--- src/rtl/wbi_slave_endpoint.sv ---
// Daisy-chain to Wishbone slave endpoint: turns command beats into Wishbone
// bursts and returns read data / write completion through a one-deep response slot.
module wbi_slave_endpoint #(
  parameter int AW = 32,
  parameter int DW = 32,
  parameter int BW = 4,
  parameter int BL = 10
) (
  input  logic          mclk,
  input  logic          reset_n,
  output logic          wbd_cmd_wrdy_o,
  input  logic          wbd_cmd_wval_i,
  input  logic [AW-1:0] wbd_cmd_adr_i,
  input  logic          wbd_cmd_we_i,
  input  logic [DW-1:0] wbd_cmd_dat_i,
  input  logic [BW-1:0] wbd_cmd_sel_i,
  input  logic [3:0]    wbd_cmd_tid_i,
  input  logic [BL-1:0] wbd_cmd_bl_i,
  input  logic          wbd_res_rrdy_i,
  output logic          wbd_res_rval_o,
  output logic [DW-1:0] wbd_res_dat_o,
  output logic          wbd_res_ack_o,
  output logic          wbd_res_lack_o,
  output logic          wbd_res_err_o,
  output logic [3:0]    wbd_res_tid_o,
  output logic          wbs_cyc_o,
  output logic          wbs_stb_o,
  output logic          wbs_we_o,
  output logic [AW-1:0] wbs_adr_o,
  output logic [DW-1:0] wbs_dat_o,
  output logic [BW-1:0] wbs_sel_o,
  output logic [BL-1:0] wbs_bl_o,
  output logic          wbs_bry_o,
  input  logic [DW-1:0] wbs_dat_i,
  input  logic          wbs_ack_i,
  input  logic          wbs_lack_i,
  input  logic          wbs_err_i
);

  localparam logic [2:0] IDLE  = 3'd0;
  localparam logic [2:0] RD    = 3'd1;
  localparam logic [2:0] WR    = 3'd2;
  localparam logic [2:0] FLUSH = 3'd3;
  localparam logic [2:0] WRSP  = 3'd4;
  localparam logic [BL-1:0] ONE_BL  = BL'(1);
  localparam logic [BL-1:0] ZERO_BL = BL'(0);

  logic [2:0]    state_r;
  logic [AW-1:0] adr_r;
  logic          we_r;
  logic [DW-1:0] dat_r;
  logic [BW-1:0] sel_r;
  logic [BL-1:0] bl_r;
  logic [BL-1:0] cnt_r;
  logic [3:0]    tid_r;
  logic          wvld_r;
  logic          err_flag_r;

  logic          rval_r;
  logic [DW-1:0] rdat_r;
  logic          rack_r;
  logic          rlack_r;
  logic          rerr_r;
  logic [3:0]    rtid_r;

  logic          slot_free_s;
  logic          last_s;
  logic          load_s;
  logic [DW-1:0] ld_dat_s;
  logic          ld_ack_s;
  logic          ld_lack_s;
  logic          ld_err_s;
  logic          unused_lack_s;

  // Slave-side last indication is advisory only; the beat counter ends bursts.
  assign unused_lack_s = wbs_lack_i;

  assign slot_free_s = ~rval_r | wbd_res_rrdy_i;
  assign last_s      = (cnt_r == ONE_BL);

  assign wbs_cyc_o      = (state_r == RD) | ((state_r == WR) & wvld_r);
  assign wbs_stb_o      = wbs_cyc_o;
  assign wbs_we_o       = we_r;
  assign wbs_adr_o      = adr_r;
  assign wbs_dat_o      = dat_r;
  assign wbs_sel_o      = sel_r;
  assign wbs_bl_o       = bl_r;
  assign wbd_res_rval_o = rval_r;
  assign wbd_res_dat_o  = rdat_r;
  assign wbd_res_ack_o  = rack_r;
  assign wbd_res_lack_o = rlack_r;
  assign wbd_res_err_o  = rerr_r;
  assign wbd_res_tid_o  = rtid_r;

  // Handshake outputs decoded from the current state.
  always_comb begin
    wbs_bry_o      = 1'b0;
    wbd_cmd_wrdy_o = 1'b0;
    case (state_r)
      IDLE:    wbd_cmd_wrdy_o = 1'b1;
      RD:      wbs_bry_o      = slot_free_s;
      WR: begin
        wbs_bry_o      = wvld_r;
        wbd_cmd_wrdy_o = ~wvld_r;
      end
      FLUSH:   wbd_cmd_wrdy_o = 1'b1;
      default: wbd_cmd_wrdy_o = 1'b0;
    endcase
  end

  // Response slot load request and contents.
  always_comb begin
    load_s    = 1'b0;
    ld_dat_s  = wbs_dat_i;
    ld_ack_s  = 1'b0;
    ld_lack_s = 1'b0;
    ld_err_s  = 1'b0;
    case (state_r)
      RD: begin
        if (slot_free_s && wbs_err_i) begin
          load_s    = 1'b1;
          ld_err_s  = 1'b1;
          ld_lack_s = 1'b1;
        end else if (slot_free_s && wbs_ack_i) begin
          load_s    = 1'b1;
          ld_ack_s  = 1'b1;
          ld_lack_s = last_s;
        end else begin
          load_s = 1'b0;
        end
      end
      WRSP: begin
        ld_dat_s  = {DW{1'b0}};
        ld_ack_s  = 1'b1;
        ld_lack_s = 1'b1;
        ld_err_s  = err_flag_r;
        if (slot_free_s) begin
          load_s = 1'b1;
        end else begin
          load_s = 1'b0;
        end
      end
      default: load_s = 1'b0;
    endcase
  end

  // Burst sequencing: command latch, beat counting, write data holding.
  always_ff @(posedge mclk or negedge reset_n) begin
    if (!reset_n) begin
      state_r    <= IDLE;
      adr_r      <= {AW{1'b0}};
      we_r       <= 1'b0;
      dat_r      <= {DW{1'b0}};
      sel_r      <= {BW{1'b0}};
      bl_r       <= {BL{1'b0}};
      cnt_r      <= {BL{1'b0}};
      tid_r      <= 4'd0;
      wvld_r     <= 1'b0;
      err_flag_r <= 1'b0;
    end else begin
      case (state_r)
        IDLE: begin
          if (wbd_cmd_wval_i) begin
            adr_r <= wbd_cmd_adr_i;
            we_r  <= wbd_cmd_we_i;
            sel_r <= wbd_cmd_sel_i;
            bl_r  <= wbd_cmd_bl_i;
            tid_r <= wbd_cmd_tid_i;
            cnt_r <= (wbd_cmd_bl_i == ZERO_BL) ? ONE_BL : wbd_cmd_bl_i;
            if (wbd_cmd_we_i) begin
              dat_r   <= wbd_cmd_dat_i;
              wvld_r  <= 1'b1;
              state_r <= WR;
            end else begin
              state_r <= RD;
            end
          end
        end
        RD: begin
          if (slot_free_s && wbs_err_i) begin
            state_r <= IDLE;
          end else if (slot_free_s && wbs_ack_i) begin
            cnt_r <= cnt_r - ONE_BL;
            if (last_s) state_r <= IDLE;
            else        state_r <= RD;
          end
        end
        WR: begin
          if (wvld_r && wbs_err_i) begin
            err_flag_r <= 1'b1;
            wvld_r     <= 1'b0;
            cnt_r      <= cnt_r - ONE_BL;
            state_r    <= last_s ? WRSP : FLUSH;
          end else if (wvld_r && wbs_ack_i) begin
            wvld_r <= 1'b0;
            cnt_r  <= cnt_r - ONE_BL;
            if (last_s) state_r <= WRSP;
            else        state_r <= WR;
          end else if (!wvld_r && wbd_cmd_wval_i) begin
            dat_r  <= wbd_cmd_dat_i;
            sel_r  <= wbd_cmd_sel_i;
            wvld_r <= 1'b1;
          end
        end
        FLUSH: begin
          // Remaining write beats after a slave error are drained without strobes.
          if (wbd_cmd_wval_i) begin
            if (last_s) state_r <= WRSP;
            else        cnt_r   <= cnt_r - ONE_BL;
          end
        end
        WRSP: begin
          if (slot_free_s) begin
            state_r    <= IDLE;
            err_flag_r <= 1'b0;
          end
        end
        default: state_r <= IDLE;
      endcase
    end
  end

  // One-deep response slot; load has priority over unload in the same cycle.
  always_ff @(posedge mclk or negedge reset_n) begin
    if (!reset_n) begin
      rval_r  <= 1'b0;
      rdat_r  <= {DW{1'b0}};
      rack_r  <= 1'b0;
      rlack_r <= 1'b0;
      rerr_r  <= 1'b0;
      rtid_r  <= 4'd0;
    end else if (load_s) begin
      rval_r  <= 1'b1;
      rdat_r  <= ld_dat_s;
      rack_r  <= ld_ack_s;
      rlack_r <= ld_lack_s;
      rerr_r  <= ld_err_s;
      rtid_r  <= tid_r;
    end else if (wbd_res_rrdy_i) begin
      rval_r <= 1'b0;
    end
  end

endmodule

--- config.mk ---
export PLATFORM = sky130hd
export DESIGN_NAME = wbi_slave_endpoint
export DESIGN_NICKNAME = d
export VERILOG_FILES = /design/src/rtl/wbi_slave_endpoint.sv
export SDC_FILE = /design/constraint.sdc
export NUM_CORES = 1
export LEC_CHECK = 0
export CORE_ASPECT_RATIO = 0.7
export CORE_MARGIN = 1
export CORE_UTILIZATION = 40
export DETAILED_ROUTE_END_ITERATION = 8
export PLACE_DENSITY_LB_ADDON = 0.2
export SETUP_SLACK_MARGIN = 0.05
export SYNTH_ARGS = -nofsm -noshare
export SYNTH_HDL_FRONTEND = slang
export SYNTH_SLANG_ARGS = --single-unit
--- constraint.sdc ---
create_clock -name mclk -period 2.72 [get_ports mclk]
set_clock_uncertainty 0.1 [all_clocks]
set_input_delay 0.544 -clock mclk [delete_from_list [all_inputs] [get_ports mclk]]
set_output_delay 0.544 -clock mclk [all_outputs]
set_load 0.03 [all_outputs]
Yosys cells after proc, flatten, opt, wreduce, memory -nomap -nowiden
Index checks and enable logic that the tools add are counted.
W data, S select, Z words.
Storage, ports and cells
  input port bits: 122
  bits in registers: 138
  output and inout bits: 123
Cells by class
  eq/ne operators: 20
  multiplexer cells: 58
  bitwise gates (word level): 5
  reduce and logical (&&, ||, !) cells: 20
  $add $sub $neg: 1
Operators with widths (count)
  $mux W32: 6
  $mux W10: 8
  $pmux W32 S2: 1
  $pmux W10 S4: 1
  $mux W3: 10
  $ne A2 B2 Y1 const B: 9
  $mux W1: 17
  $mux W4: 4
  $pmux W1 S2: 8
  $pmux W3 S5: 1
  $reduce_and A6 Y1: 2
  $eq A10 B1 Y1 const B: 1
  $logic_not A10 Y1: 1
  $sub A10 B1 Y10 const B: 1
  $pmux W4 S2: 1
  $reduce_and A7 Y1: 1
  $eq A3 B2 Y1 const B: 2
  $ne A2 B1 Y1 const B: 3
  $ne A3 B1 Y1 const B: 2
  $reduce_bool A2 Y1: 3
  $logic_and A1 B1 Y1: 5
  $reduce_and A5 Y1: 1
  $ne A4 B1 Y1 const B: 1
  $reduce_and A4 Y1: 1
  12 further kinds: 14

Longest topological paths before layout
Gate-level depths: netlist (run 1).
  depth in word-level cells: 7
  mapped depth: 9
  gate-level depth less buffers: 7

Least setup slack after synthesis (run 1)
No wires, ideal clock.
  path kind: register to output
  from: register state_r[0]
  to: output port wbs_stb_o
  cell stages (with the launch flop): 7
  buffers on the path: 3
  data required time: 2.076 ns
  arrival time: 1.727 ns
  setup slack: 0.349 ns
  path through: dfrtp_1 -> buf_2 -> buf_1 -> nor2b_1 -> nor2_1 -> nor2_1 -> buf_4
Between the ends
  longest elaborated chain between the ends: 3
RTL lines
  from (decl): line 48  | logic [2:0] state_r;
  from (signal assigned): line 193  | state_r <= last_s ? WRSP : FLUSH;
  $eq A3 B2 Y1: line 81  | assign wbs_cyc_o = (state_r == RD) | ((state_r == WR) & wvld_r);
  $and A1 B1 Y1: line 81
  $or A1 B1 Y1 *: line 81
  to (decl): line 27  | output logic wbs_stb_o,
Every way passes the cells marked *; elsewhere a longest branch is shown, timed or not.

Final worst setup path (run 1)
Ends and elaborated chain as after synthesis.

==> flow_metrics.env, run 1 <==
export IMPL_place_gp_congestion=0.857
export IMPL_ys_seq_elements=138
export IMPL_route_vias_total=4460
export IMPL_post_route_drc_count=0
export IMPL_grt_pass1_wl_mm=24.0
export IMPL_pins_over_their_slew_limit=0
export IMPL_power_ir_vdd_worst_uv=724
export IMPL_hold_viol_final=0
export IMPL_tns_ns=0
export IMPL_site_row_count=35
export IMPL_fillCellCount=1023
export IMPL_io_pins=245
export IMPL_synthXorXnorAreaFrac_pct=0
export IMPL_synth_net_count=552
export IMPL_cts_buffers_inserted=17
export IMPL_floorplan_initialDensity_pct=42.0
export IMPL_post_synth_mux_area_share_pct=17.3
export IMPL_actual_transition_at_the_worst_max_transition_pin_ns=0.731
export IMPL_worstSetupStartpointType="flip-flop"
export IMPL_num_antenna_cells=0
export IMPL_grt_antenna_before_repair=0
export IMPL_grt_start_max_net_pins=53
export IMPL_hold_path_class="reg2reg"
export IMPL_post_synth_and_or_nand_nor_area_fraction_pct=6.69
export IMPL_die_area_um2=14600
export IMPL_yosysSeqAreaShare_pct=61.1
export IMPL_dieWidth_um=144
export IMPL_syn_avg_cell_area_um2=13.2
export IMPL_cts_tree="yes"
export IMPL_timing_critical_path_mode_cell="sky130_fd_sc_hd__nor2_1"
export IMPL_cp_data_required_time_ns=2.08
export IMPL_timing_max_cap_violations=0
export IMPL_cp_slowest_stage_delay_ns=0.52
export IMPL_power_per_cell_area_nw_per_um2=1330
export IMPL_part_of_the_cycle_the_worst_path_needs_pct=90.6
export IMPL_ant_nets=0
export IMPL_grt_overflow_total=0
export IMPL_detail_route_first_pass_iterations=4
export IMPL_sequential_cell_area_um2=3450
export IMPL_critical_path_cell_chain="nor2b_1 -> nor2_1 -> nor2_1 -> dlygate4sd2_1"
export IMPL_timing_critical_path_slowest_stage_cell="sky130_fd_sc_hd__dfrtp_1"
export IMPL_track_usage_pct=21.6
export IMPL_routed_wirelength_mm=15.3
export IMPL_yosysWarningCount=0
export IMPL_yosys_cell_types_count=45
export IMPL_post_synth_inst_count=428
export IMPL_combinational_family_with_the_most_area_after_synthesis="multiplexers"
export IMPL_layout_nets=807
export IMPL_synth_compound_area_share_pct=11.4
export IMPL_detail_route_vias_per_cell=5.07
export IMPL_htreeDepth=4
export IMPL_synthesis_area_um2=5650
export IMPL_syn2layout_area_growth_pct=58.5
export IMPL_finalCriticalPeriod_ns=2.46
export IMPL_worst_slew_margin_rel_pct=51.1
export IMPL_drive_gt1_share_pct=20.3
export IMPL_buf_inv_stages_crit_path=1
export IMPL_worst_path_dominant_cell_family="flip-flops"
export IMPL_timing_fmax_ghz=0.406
export IMPL_placedCellCount=848
export IMPL_critical_path_max_fanout=11
export IMPL_setup_viol=0
export IMPL_clock_tree_buffer_depth=2
export IMPL_synth_async_reset_ratio_pct=100
export IMPL_multi_input_comb_area_um2=2030
export IMPL_cellLeakagePower_nw=3.79
export IMPL_first_global_vias=4673
export IMPL_final_instance_count_excl_fill=880
export IMPL_clock_latency_late_sink_ns=0.40
export IMPL_clock_root_buffer="sky130_fd_sc_hd__clkbuf_16"
export IMPL_setup_worst_path_end_class="output port"
export IMPL_clk_pin_slew_ns=0.06
export IMPL_count_of_clock_tree_sinks=138
export IMPL_drtIter0Drc=269
export IMPL_worst_endpoint_arrival_ns=1.82
export IMPL_drt_wirelength_per_cell_um=17.3
export IMPL_classification_of_the_worst_setup_path="reg2out"
export IMPL_portBuffers=243
export IMPL_core_region_area_um2=13400
export IMPL_detailedPlacementHpwl_mm=11.2
export IMPL_yosys_most_used_dff="sky130_fd_sc_hd__dfrtp_1"
export IMPL_die_height_um=101
export IMPL_yosys_area_share_adder_pct=0.443
export IMPL_rsz0062_at_grt="no"
export IMPL_postCtsSetupRepairBufs=0
export IMPL_synth_enable_flop_cells=0
export IMPL_run_status="finished, final reports clean"
-- routing by layer --
layer	GRT usage, %	share of wire [%]	up-vias	routed length, µm
met3	8.84	9.9	20	1510
met4	7.69	1.6	0	237
li1	-	-	2063	-
met1	25.7	41	2191	6290
met5	0	0	-	0
met2	35.6	47	186	7220
-- what timing repair did --
| action | CTS | global route |
|---|---|---|
| hold endpoints to repair | 6 | 0 |
| setup endpoints to repair | 2 | 1 |
| hold buffers | 1 | 0 |
| pin swaps | 0 | 0 |
| resized for setup | 2 | 1 |
-- metrics by stage --
stage	utilization (%)	power (mW)	instance area, µm²	hold slack, ns	worst slack (ns)
after floorplan	-	7.11	5650	0.148	0.349
after global placement	62.2	9.53	8370	0.382	0.0501
after detailed placement	62.2	9.69	8370	0.388	0.0113
after CTS	66.6	12.0	8950	0.404	0.0829
after global routing	66.6	12.5	8950	0.412	0.104
final	66.6	11.9	8950	0.396	0.256
-- logic make-up (layout without fill, tap and decap cells) --
kind of cell    count (synthesis)  after routing
mux                            87             87
flops                         138            138
compound gates                 87             87
buf+inv                        35            302
simple gates                   79             79
fa+ha+maj                       2              2
-- cells in the final DEF, fill, tap and decap left out, types with 2 or more instances in the layout --
| master | netlist | final |
|---|---|---|
| sky130_fd_sc_hd__nor2b_1 | 4 | 4 |
| sky130_fd_sc_hd__clkinvlp_4 | 0 | 3 |
| sky130_fd_sc_hd__a32oi_1 | 2 | 2 |
| sky130_fd_sc_hd__clkbuf_8 | 0 | 2 |
| sky130_fd_sc_hd__inv_1 | 9 | 9 |
| sky130_fd_sc_hd__nand3_1 | 3 | 3 |
| sky130_fd_sc_hd__buf_4 | 1 | 15 |
| sky130_fd_sc_hd__dfrtp_1 | 138 | 138 |
| sky130_fd_sc_hd__clkdlybuf4s50_1 | 0 | 238 |
| sky130_fd_sc_hd__buf_12 | 0 | 4 |
| sky130_fd_sc_hd__or4_1 | 3 | 3 |
| sky130_fd_sc_hd__bufinv_16 | 0 | 2 |
| sky130_fd_sc_hd__a31oi_1 | 2 | 2 |
| sky130_fd_sc_hd__dlygate4sd2_1 | 0 | 2 |
| sky130_fd_sc_hd__nand2b_1 | 3 | 3 |
| sky130_fd_sc_hd__nor3_1 | 9 | 9 |
| sky130_fd_sc_hd__a22o_1 | 32 | 32 |
| sky130_fd_sc_hd__mux2_2 | 86 | 86 |
| sky130_fd_sc_hd__o31ai_1 | 2 | 2 |
| sky130_fd_sc_hd__o22ai_1 | 2 | 2 |
| sky130_fd_sc_hd__a22oi_1 | 3 | 3 |
| sky130_fd_sc_hd__clkinv_2 | 0 | 4 |
| sky130_fd_sc_hd__nor4_1 | 4 | 4 |
| sky130_fd_sc_hd__o22a_1 | 2 | 2 |
| sky130_fd_sc_hd__clkbuf_16 | 0 | 17 |
| sky130_fd_sc_hd__nand2_1 | 20 | 20 |
| sky130_fd_sc_hd__o21ai_1 | 7 | 7 |
| sky130_fd_sc_hd__o21ai_0 | 8 | 8 |
| sky130_fd_sc_hd__ha_1 | 2 | 2 |
| sky130_fd_sc_hd__inv_6 | 0 | 2 |
| sky130_fd_sc_hd__a21oi_1 | 15 | 15 |
| sky130_fd_sc_hd__nor2_1 | 27 | 26 |
-- final timing paths --
path                                     end  slack (ns)  cells after the start  startpoint
max                                wbs_stb_o        0.26                      4  state_r[0]
min                                 wbs_we_o        0.40                      1    wbs_we_o
max reg2reg                         cnt_r[6]        0.47                      6  state_r[1]
min reg2reg                         wbs_we_o        0.40                      1    wbs_we_o
max in group asynchronous   wbd_res_dat_o[3]        1.31                      3     reset_n
min in group asynchronous  wbd_res_dat_o[22]        0.57                      2     reset_n
-- worst register-to-register path: stages (launching register included) --
cell and delay (ns):
sky130_fd_sc_hd__dfrtp_1 0.44, sky130_fd_sc_hd__buf_4 0.21, sky130_fd_sc_hd__o311a_1 0.38, sky130_fd_sc_hd__or4_1 0.48, sky130_fd_sc_hd__buf_4 0.22, sky130_fd_sc_hd__o21ai_0 0.20
sky130_fd_sc_hd__o21ai_1 0.10
-- cells in the mapped netlist, types with 3 or more instances --
| library cell | number | share of area, % |
|---|---|---|
| sky130_fd_sc_hd__or4_1 | 3 | 0.40 |
| sky130_fd_sc_hd__nand2_1 | 20 | 1.3 |
| sky130_fd_sc_hd__nand2b_1 | 3 | 0.33 |
| sky130_fd_sc_hd__a21oi_1 | 15 | 1.3 |
| sky130_fd_sc_hd__o21ai_1 | 7 | 0.62 |
| sky130_fd_sc_hd__a22o_1 | 32 | 5.0 |
| sky130_fd_sc_hd__dfrtp_1 | 138 | 61 |
| sky130_fd_sc_hd__o21ai_0 | 8 | 0.71 |
| sky130_fd_sc_hd__nor2_1 | 27 | 1.8 |
| sky130_fd_sc_hd__mux2_2 | 86 | 17 |
| sky130_fd_sc_hd__nand3_1 | 3 | 0.27 |
| sky130_fd_sc_hd__nor2b_1 | 4 | 0.44 |
| sky130_fd_sc_hd__a22oi_1 | 3 | 0.40 |
| sky130_fd_sc_hd__buf_2 | 11 | 0.97 |
| sky130_fd_sc_hd__clkbuf_1 | 9 | 0.60 |
| sky130_fd_sc_hd__nor4_1 | 4 | 0.44 |
| sky130_fd_sc_hd__buf_6 | 3 | 0.60 |
| sky130_fd_sc_hd__nor3_1 | 9 | 0.80 |
| sky130_fd_sc_hd__inv_1 | 9 | 0.60 |
-- cell type report --
class | instances | share of cell area, %
sequential | 138 | 38.6
multi-input combinational | 255 | 22.7
clock inverter | 11 | 1.34
tap | 185 | 2.59
timing repair buffer | 262 | 29.3
inverter | 9 | 0.377
clock buffer | 20 | 5.10
-- flip-flops by register name (all words and copies together), names as in the netlist, 3 cells and up --
name and flops:
wbs_sel_o 4, state_r 3, wbs_dat_o 32, wbd_res_tid_o 4, wbs_adr_o 32, cnt_r 10, wbd_res_dat_o 32, tid_r 4
wbs_bl_o 10
-- where the power goes --
group | internal [mW] | total, mW | switching, mW
combinational | 2.77 | 6.00 | 3.23
clock | 1.39 | 2.24 | 0.848
sequential | 3.06 | 3.64 | 0.582
total | 7.22 | 11.9 | 4.66
(Power assumes the default switching activity.)
==> run 2: changes to the inputs <==
ABC_CLOCK_PERIOD_IN_PS = 2720   (was not set)
==> results of run 2 <==
Final layout, timing and power as in run 1 (identical DEF).
==> run 3: changes to the inputs <==
CORE_UTILIZATION = 60   (was 40)
DONT_BUFFER_PORTS = 1   (was not set)
HOLD_SLACK_MARGIN = 0.02   (was not set)
==> run 3 against run 2 <==
  * Via count shrank 21%
  * Worst setup slack lost 0.022 ns
  * Critical path depth grew 1
  * Largest power group is now registers
  * Sequential share of layout area grew 16 points
  * Clock power is essentially flat
  * Combinational power shrank 66%
  * Die area shrank 33%
  * Sequential cell count is the same
  * Non-clock buffer count shrank 251
  * The run now ends with negative hold slack left
  * Count of clock-buffer cells in the layout shrank 3
  * Sequential power grew 54%
  * Utilization grew 2.9 points
==> flow_metrics.env, run 3 (same netlist as run 1, synthesis figures left out) <==
export IMPL_first_global_vias=3539
export IMPL_pins_over_their_slew_limit=0
export IMPL_drtIter0Drc=248
export IMPL_critical_path_reg2reg_startpoint="cnt_r[4]"
export IMPL_io_pins=245
export IMPL_placedCellCount=537
export IMPL_tns_ns=0
export IMPL_timing_critical_path_mode_cell="sky130_fd_sc_hd__nor2_1"
export IMPL_power_report_internal_total_mw=5.50
export IMPL_cts_buffers_inserted=17
export IMPL_buf_inv_stages_crit_path=1
export IMPL_route_vias_total=3541
export IMPL_finalCriticalPeriod_ns=2.49
export IMPL_postCtsSetupRepairBufs=0
export IMPL_cellLeakagePower_nw=2.77
export IMPL_timing_max_cap_violations=0
export IMPL_worst_slew_margin_rel_pct=48.2
export IMPL_critical_path_max_fanout=17
export IMPL_setup_viol=0
export IMPL_critical_path_cell_count=5
export IMPL_grt_antenna_before_repair=0
export IMPL_combinational_fraction_of_design_power_pct=20.6
export IMPL_routed_wirelength_mm=12.1
export IMPL_cts_repair_resize_count=0
export IMPL_power_ir_vdd_worst_uv=823
export IMPL_violations="negative hold slack"
export IMPL_sequential_cell_area_um2=3450
export IMPL_power_switching_mw=4.35
export IMPL_worst_path_dominant_cell_family="flip-flops"
export IMPL_floorplan_initialDensity_pct=62.0
export IMPL_critical_path_cell_chain="nand2_1 -> nor2_1 -> nor2_1 -> nor2_1 -> buf_4"
export IMPL_count_of_clock_tree_sinks=138
export IMPL_timing_hold_ws_ns=-0.281
export IMPL_hold_path_class="in2async"
export IMPL_clock_latency_late_sink_ns=0.41
export IMPL_portBuffers=0
export IMPL_cp_slowest_stage_delay_ns=0.65
export IMPL_worst_endpoint_arrival_ns=1.84
export IMPL_hold_viol_final=138
export IMPL_cp_data_required_time_ns=2.08
export IMPL_core_region_area_um2=9110
export IMPL_clock_tree_buffer_depth=2
export IMPL_detailedPlacementHpwl_mm=8.34
export IMPL_pwr_share_seq_pct=56.8
export IMPL_layout_nets=556
export IMPL_part_of_the_cycle_the_worst_path_needs_pct=91.4
export IMPL_final_instance_count_excl_fill=568
export IMPL_die_area_um2=9810
export IMPL_clock_root_buffer="sky130_fd_sc_hd__clkbuf_16"
export IMPL_timing_reg2reg_worst_path_depth=5
export IMPL_sw_frac_of_total_pct=44.2
export IMPL_run_status="complete, but fails checks"
export IMPL_layout_common_cells="sky130_fd_sc_hd__dfrtp_1, sky130_fd_sc_hd__mux2_2, sky130_fd_sc_hd__a22o_1"
export IMPL_worstSetupStartpointType="flip-flop"
export IMPL_track_usage_pct=25.7
export IMPL_grt_overflow_total=0
export IMPL_power_per_cell_area_nw_per_um2=1560
export IMPL_die_height_um=83.2
export IMPL_most_common_library_cell_in_the_layout_ignoring_fill_and_taps="sky130_fd_sc_hd__dfrtp_1"
export IMPL_detail_route_first_pass_iterations=5
export IMPL_classification_of_the_worst_setup_path="reg2out"
export IMPL_syn2layout_area_growth_pct=12.0
export IMPL_rsz0062_at_grt="no"
export IMPL_grt_pass1_wl_mm=19.0
export IMPL_place_gp_congestion=0.844
export IMPL_critical_path_reg2reg_endpoint="cnt_r[7]"
export IMPL_power_share_clock_pct=22.6
export IMPL_clk_pin_slew_ns=0.06
export IMPL_multi_input_comb_area_um2=2030
export IMPL_fillCellCount=629
export IMPL_setup_worst_path_end_class="output port"
export IMPL_drive_gt1_share_pct=30.0
export IMPL_post_route_drc_count=0
export IMPL_fin_total_pwr_mw=9.85
export IMPL_timing_critical_path_slowest_stage_cell="sky130_fd_sc_hd__dfrtp_1"
export IMPL_ant_nets=0
export IMPL_timing_fmax_ghz=0.402
export IMPL_cts_tree="yes"
export IMPL_site_row_count=29
export IMPL_actual_transition_at_the_worst_max_transition_pin_ns=0.775
export IMPL_drt_wirelength_per_cell_um=21.4
export IMPL_grt_start_max_net_pins=139
export IMPL_num_antenna_cells=0
export IMPL_htreeDepth=4
export IMPL_detail_route_vias_per_cell=6.23
export IMPL_worst_r2r_setup_slack_ns=0.24
export IMPL_dieWidth_um=118
-- run 3: cell types whose count changed in the layout (fill, tap and decap cells not counted), sizes merged, moves of 2 or more --
| cell | previous run | this run |
|---|---|---|
| clkdlybuf4s50 | 238 | 0 |
| clkbuf | 20 | 17 |
| buf | 20 | 11 |
| clkinv | 4 | 6 |
| dlygate4sd2 | 2 | 0 |
-- run 3: layout make-up --
| cell class | instances | share of cell area (%) |
|---|---|---|
| Inverter | 9 | 0.534 |
| Clock inverter | 14 | 2.35 |
| Multi-Input combinational cell | 255 | 32.1 |
| Tap cell | 124 | 2.45 |
| Sequential cell | 138 | 54.6 |
| Timing Repair Buffer | 11 | 1.30 |
| Clock buffer | 17 | 6.72 |
-- run 3: worst max path at each step --
stage | from | end | slack [ns]
finish | state_r[1] | wbs_stb_o | 0.23
CTS | state_r[1] | wbs_bry_o | 0.22
detailed placement | state_r[1] | cnt_r[7] | 0.29
floorplan | state_r[0] | wbs_stb_o | 0.35
global route | state_r[1] | wbs_stb_o | 0.09
global placement | state_r[1] | cnt_r[7] | 0.31
-- run 3: power groups by stage --
stage,Sequential [mW],Combinational [mW],Clock (mW)
finish,5.60,2.03,2.22
global route,5.71,2.22,2.35
CTS,5.60,2.05,2.25
detailed placement,5.62,2.04,0
global placement,5.58,1.93,0
floorplan,5.33,1.78,0
-- run 3: metrics by stage --
step	util (%)	area, µm²	setup WS (ns)
after floorplan	-	5650	0.349
after global placement	63.2	5760	0.314
after detailed placement	63.2	5760	0.292
after CTS	69.5	6330	0.217
after global routing	69.5	6330	0.0935
final	69.5	6330	0.234
-- run 3: layer usage --
layer | wire length, µm | share of wire, % | track usage [%] | up-vias
met3 | 1110 | 9.1 | 10.7 | 13
li1 | - | - | - | 1554
met4 | 107 | 0.88 | 7.69 | 0
met1 | 4710 | 39 | 30.6 | 1783
met2 | 6220 | 51 | 42.8 | 191
met5 | 0 | 0 | 0 | -
